## src/rtl/rr_grant_arbiter_4.sv

```systemverilog
// Round-robin arbiter for four requesters with a per-owner tenure limit and an enable gate.
// Produces a registered one-hot grant, the winner index and a grant-valid flag.
module rr_grant_arbiter_4 #(
    parameter int unsigned MAX_HOLD = 8
) (
    input  logic       clk,
    input  logic       rst,
    input  logic       en,
    input  logic [3:0] req,
    output logic [3:0] gnt,
    output logic [1:0] gnt_id,
    output logic       gnt_valid
);

    localparam int unsigned CW = $clog2(MAX_HOLD + 1);

    typedef enum logic {IDLE, GRANT} state_t;

    state_t          state;
    logic [1:0]      last_ptr;
    logic [CW-1:0]   hold_cnt;

    logic [1:0]      pick_id;
    logic            pick_any;
    logic            others_req;
    logic [1:0]      idx;

    // First requesting client after last_ptr, scanning upward with wrap-around.
    always_comb begin
        pick_id  = 2'd0;
        pick_any = 1'b0;
        idx      = 2'd0;
        for (int k = 1; k <= 4; k++) begin
            idx = last_ptr + 2'(k);
            if (!pick_any && req[idx]) begin
                pick_id  = idx;
                pick_any = 1'b1;
            end
        end
    end

    assign others_req = |(req & ~(4'b0001 << gnt_id));

    always_ff @(posedge clk) begin
        if (rst) begin
            state     <= IDLE;
            gnt       <= 4'b0000;
            gnt_id    <= 2'd0;
            gnt_valid <= 1'b0;
            hold_cnt  <= '0;
            last_ptr  <= 2'd3;
        end else begin
            case (state)
                IDLE: begin
                    if (en && pick_any) begin
                        state     <= GRANT;
                        gnt       <= 4'b0001 << pick_id;
                        gnt_id    <= pick_id;
                        gnt_valid <= 1'b1;
                        hold_cnt  <= CW'(1);
                        last_ptr  <= pick_id;
                    end
                end
                GRANT: begin
                    if (!en) begin
                        state     <= IDLE;
                        gnt       <= 4'b0000;
                        gnt_valid <= 1'b0;
                        hold_cnt  <= '0;
                    end else if (!req[gnt_id]) begin
                        // Release: hand off in the same edge, or park when nobody waits.
                        if (pick_any) begin
                            gnt       <= 4'b0001 << pick_id;
                            gnt_id    <= pick_id;
                            hold_cnt  <= CW'(1);
                            last_ptr  <= pick_id;
                        end else begin
                            state     <= IDLE;
                            gnt       <= 4'b0000;
                            gnt_valid <= 1'b0;
                            hold_cnt  <= '0;
                        end
                    end else if (hold_cnt < CW'(MAX_HOLD)) begin
                        hold_cnt <= hold_cnt + CW'(1);
                    end else if (others_req) begin
                        // Tenure expired with contention; last_ptr equals the holder here.
                        gnt      <= 4'b0001 << pick_id;
                        gnt_id   <= pick_id;
                        hold_cnt <= CW'(1);
                        last_ptr <= pick_id;
                    end else begin
                        hold_cnt <= CW'(1);
                    end
                end
                default: begin
                    state     <= IDLE;
                    gnt       <= 4'b0000;
                    gnt_valid <= 1'b0;
                    hold_cnt  <= '0;
                end
            endcase
        end
    end

endmodule

```

## config.mk

```make
export PLATFORM = sky130hd
export DESIGN_NAME = rr_grant_arbiter_4
export DESIGN_NICKNAME = d
export VERILOG_FILES = /design/src/rtl/rr_grant_arbiter_4.sv
export SDC_FILE = /design/constraint.sdc
export NUM_CORES = 1
export LEC_CHECK = 0
export BUFFER_PORTS_ARGS = -buffer_cell sky130_fd_sc_hd__buf_2
export CELL_PAD_IN_SITES_DETAIL_PLACEMENT = 1
export CELL_PAD_IN_SITES_GLOBAL_PLACEMENT = 1
export CORE_UTILIZATION = 36
export DETAILED_ROUTE_END_ITERATION = 12
export PLACE_DENSITY_LB_ADDON = 0.1
export SYNTH_ARGS = -nofsm -noshare
export SYNTH_HDL_FRONTEND = slang
export SYNTH_SLANG_ARGS = --single-unit
export TNS_END_PERCENT = 10
```

## constraint.sdc

```tcl
create_clock -name clk -period 2.1 [get_ports clk]
set_clock_uncertainty 0.15 [all_clocks]
set_input_delay 0.63 -clock clk [delete_from_list [all_inputs] [get_ports clk]]
set_output_delay 0.63 -clock clk [all_outputs]
set_load 0.02 [all_outputs]
```

==> flow_metrics.tcl <==
set metrics [dict create \
    start_kind "input pin" \
    worst_setup_path_end_kind "flop" \
    seq_area_frac_synth 0.357 \
    htreeDepth 1 \
    clkTransAtPathRegs_ns 0.09 \
    syn_area_um2 786 \
    synthesis.instances 88 \
    ys_ff_latch 14 \
    timing.final.max_slew_violations 0 \
    hp-class "flop to flop" \
    numCtsBuffers 3 \
    avgSynthCellArea_um2 8.93 \
    io_pins 14 \
    period_needed_ns 1.95 \
    status "finished, final reports clean" \
    setup_viol 0 \
    portBuffers 13 \
    synth_edf_count 0 \
    root_buffer "clkbuf_4" \
    nets 123 \
    post-route-drc-count 0 \
    die_x_um 48.7 \
    synth.most_common_cell "dfxtp_1" \
    num-fill-cells 248 \
    yosysTopAreaCellShare 0.357 \
    drive_above_1_share 0.360 \
    clock.fmax_mhz 513 \
    critPathKind "input pin to flop" \
    arrival_ns 2.00 \
    synth_cell_type_count 38 \
    fin_util 0.501 \
    grt_max_degree 14 \
    dieHeight_um 48.7 \
    synthTopCellsByCount "14 x dfxtp_1, 9 x nor2_1, 7 x a21oi_1" \
    crit_fanout 8 \
    grt_pass1_vias 799 \
    antenna_cells 0 \
    drt_first_pass_iters 2 \
    num_rows 16 \
    synth_top_area_cell "dfxtp_1" \
    globalRoute.totalOverflow 0 \
    crit_end "gnt[1]$_SDFFE_PP0P_" \
    crit_start "req[3]" \
    antenna_found_initial 0 \
    start_util 0.393 \
    vias 769 \
    grt_use_total 0.189 \
    syn_nets 96 \
    ant_nets 0 \
    cap_violations 0 \
    post_cts_resized 0 \
    p_leak_nw 0.430 \
    ctsHoldBuffers 0 \
    relSlewSlack 0.727 \
    rsz0062_at_grt "no" \
    synth_area_leaders "dfxtp_1 36%, a21oi_1 4.5%, a22o_1 4.5%" \
    hold_viol 0 \
    place.gp.congestion 0.689 \
    multiInputGateArea_um2 468 \
    core_um2 2000 \
    hpwl_mm 1.51 \
    worstSkewPairLatency_ns 0.30 \
    yosysWarnings 0 \
    fin_crit_sh 0.929 \
    cts.sinks 14 \
    syn_to_final_growth_pct 27.7 \
    ir_drop_mv 0.378 \
    synthArstFlopShare 0 \
    cts_tree "yes" \
    reg2reg_to "gnt[1]$_SDFFE_PP0P_" \
    dp.cells 137 \
    required_ns 2.15 \
    routed_wl_mm 1.93 \
    die_area_um2 2370 \
    drtIter0Drc 2 \
    stdcell_count 141 \
    grt_pass1_wl_mm 3.45 \
    seq_area_um2 280 \
    synthFlopType "dfxtp_1" \
    worstMarginPinSlew_ns 0.410 \
    r2r_setup_slack_ns 0.17 \
    max-clock-path-buffers 2 \
    wl_per_cell_um 13.7 \
    reg2reg_depth 5 \
    post_drt_via_cell_ratio 5.45 \
    cts_setup_buffers 0 \
    p_per_area_nw_per_um2 653 \
    r2r-start "gnt_id[0]$_SDFFE_PP0P_" \
]
-- worst max-delay path, stage by stage --
cell	delay [ns]
buf_2	0.13
or4_1	0.46
a2bb2oi_1	0.18
a21oi_4	0.30
nor3b_2	0.09
a22o_1	0.21
-- stage by stage --
| stage | hold slack [ns] | TNS [ns] | cell area (um^2) | power (mW) | setup slack [ns] |
|---|---|---|---|---|---|
| 2_1_floorplan | 0.317 | -0.104 | 786 | 0.400 | -0.0225 |
| 3_3_place_gp | 0.313 | -0.812 | 967 | 0.457 | -0.127 |
| 3_5_place_dp | 0.321 | -1.15 | 967 | 0.461 | -0.179 |
| 4_1_cts | 0.343 | 0 | 1000 | 0.666 | 0.143 |
| 5_1_grt | 0.379 | 0 | 1000 | 0.695 | 0.0440 |
| 6_report | 0.334 | 0 | 1000 | 0.656 | 0.149 |
-- power by group --
part           switching [mW]  total (mW)  internal (mW)
Sequential             0.0162       0.298          0.282
Clock                  0.0953       0.201          0.106
Combinational          0.0851       0.156         0.0713
-- area by class of cell --
cell class              instances  share of cell area
repair buffers                 27               0.170
inverters                       4              0.0150
clock buffers                   4              0.0362
flip-flops and latches         14               0.279
well taps                      27              0.0337
multi-input cells              65               0.466
-- logic make-up after synthesis --
logic type	synth area share
AOI/OAI and AO/OA	0.301
adders and majority gates	0.0159
buffers and inverters	0.0478
DFF	0.357
muxes	0.0669
and+or+nand+nor	0.212
-- state kept, by name, summed over array words and instances (netlist names) --
signal / cells
gnt: 4
gnt_id: 2
gnt_valid: 1
hold_cnt: 4
last_ptr: 2
state: 1
-- worst min path at each step --
stage                                     endpoint  slack [ns]  depth (start not counted)                startpoint
after floorplan           hold_cnt[2]$_SDFFE_PP0P_        0.32                          2  hold_cnt[2]$_SDFFE_PP0P_
after global placement         gnt[3]$_SDFFE_PP0P_        0.31                          1       gnt[3]$_SDFFE_PP0P_
after detailed placement       gnt[3]$_SDFFE_PP0P_        0.32                          1       gnt[3]$_SDFFE_PP0P_
after CTS                      gnt[0]$_SDFFE_PP0P_        0.34                          1       gnt[0]$_SDFFE_PP0P_
after global routing           gnt[2]$_SDFFE_PP0P_        0.38                          1       gnt[2]$_SDFFE_PP0P_
final                          gnt[0]$_SDFFE_PP0P_        0.33                          1       gnt[0]$_SDFFE_PP0P_
-- per-layer routing --
| layer | up-vias | part of all wire | wire length (um) | GRT usage |
|---|---|---|---|---|
| met5 | - | 0 | 0 | 0 |
| met4 | 0 | 0.013 | 26 | 0.0735 |
| met3 | 4 | 0.031 | 59 | 0.0566 |
| met2 | 8 | 0.50 | 975 | 0.333 |
| met1 | 377 | 0.45 | 871 | 0.210 |
| li1 | 380 | - | - | - |
-- cell usage in the layout, fill, tap and decap left out, types with 2 or more instances in the layout --
cell and instances:
nand2_1 6, dfxtp_1 14, nor2_1 9, nor3_1 2
nor2b_1 3, a21oi_2 2, nor4_1 2, nand3_1 2
mux2i_1 3, inv_1 3, a21oi_1 7, o21ai_1 2
o21ai_0 2, buf_2 13, a22o_1 4, clkbuf_4 3
buf_4 14
No activity file was read; power rests on OpenSTA's default activity.
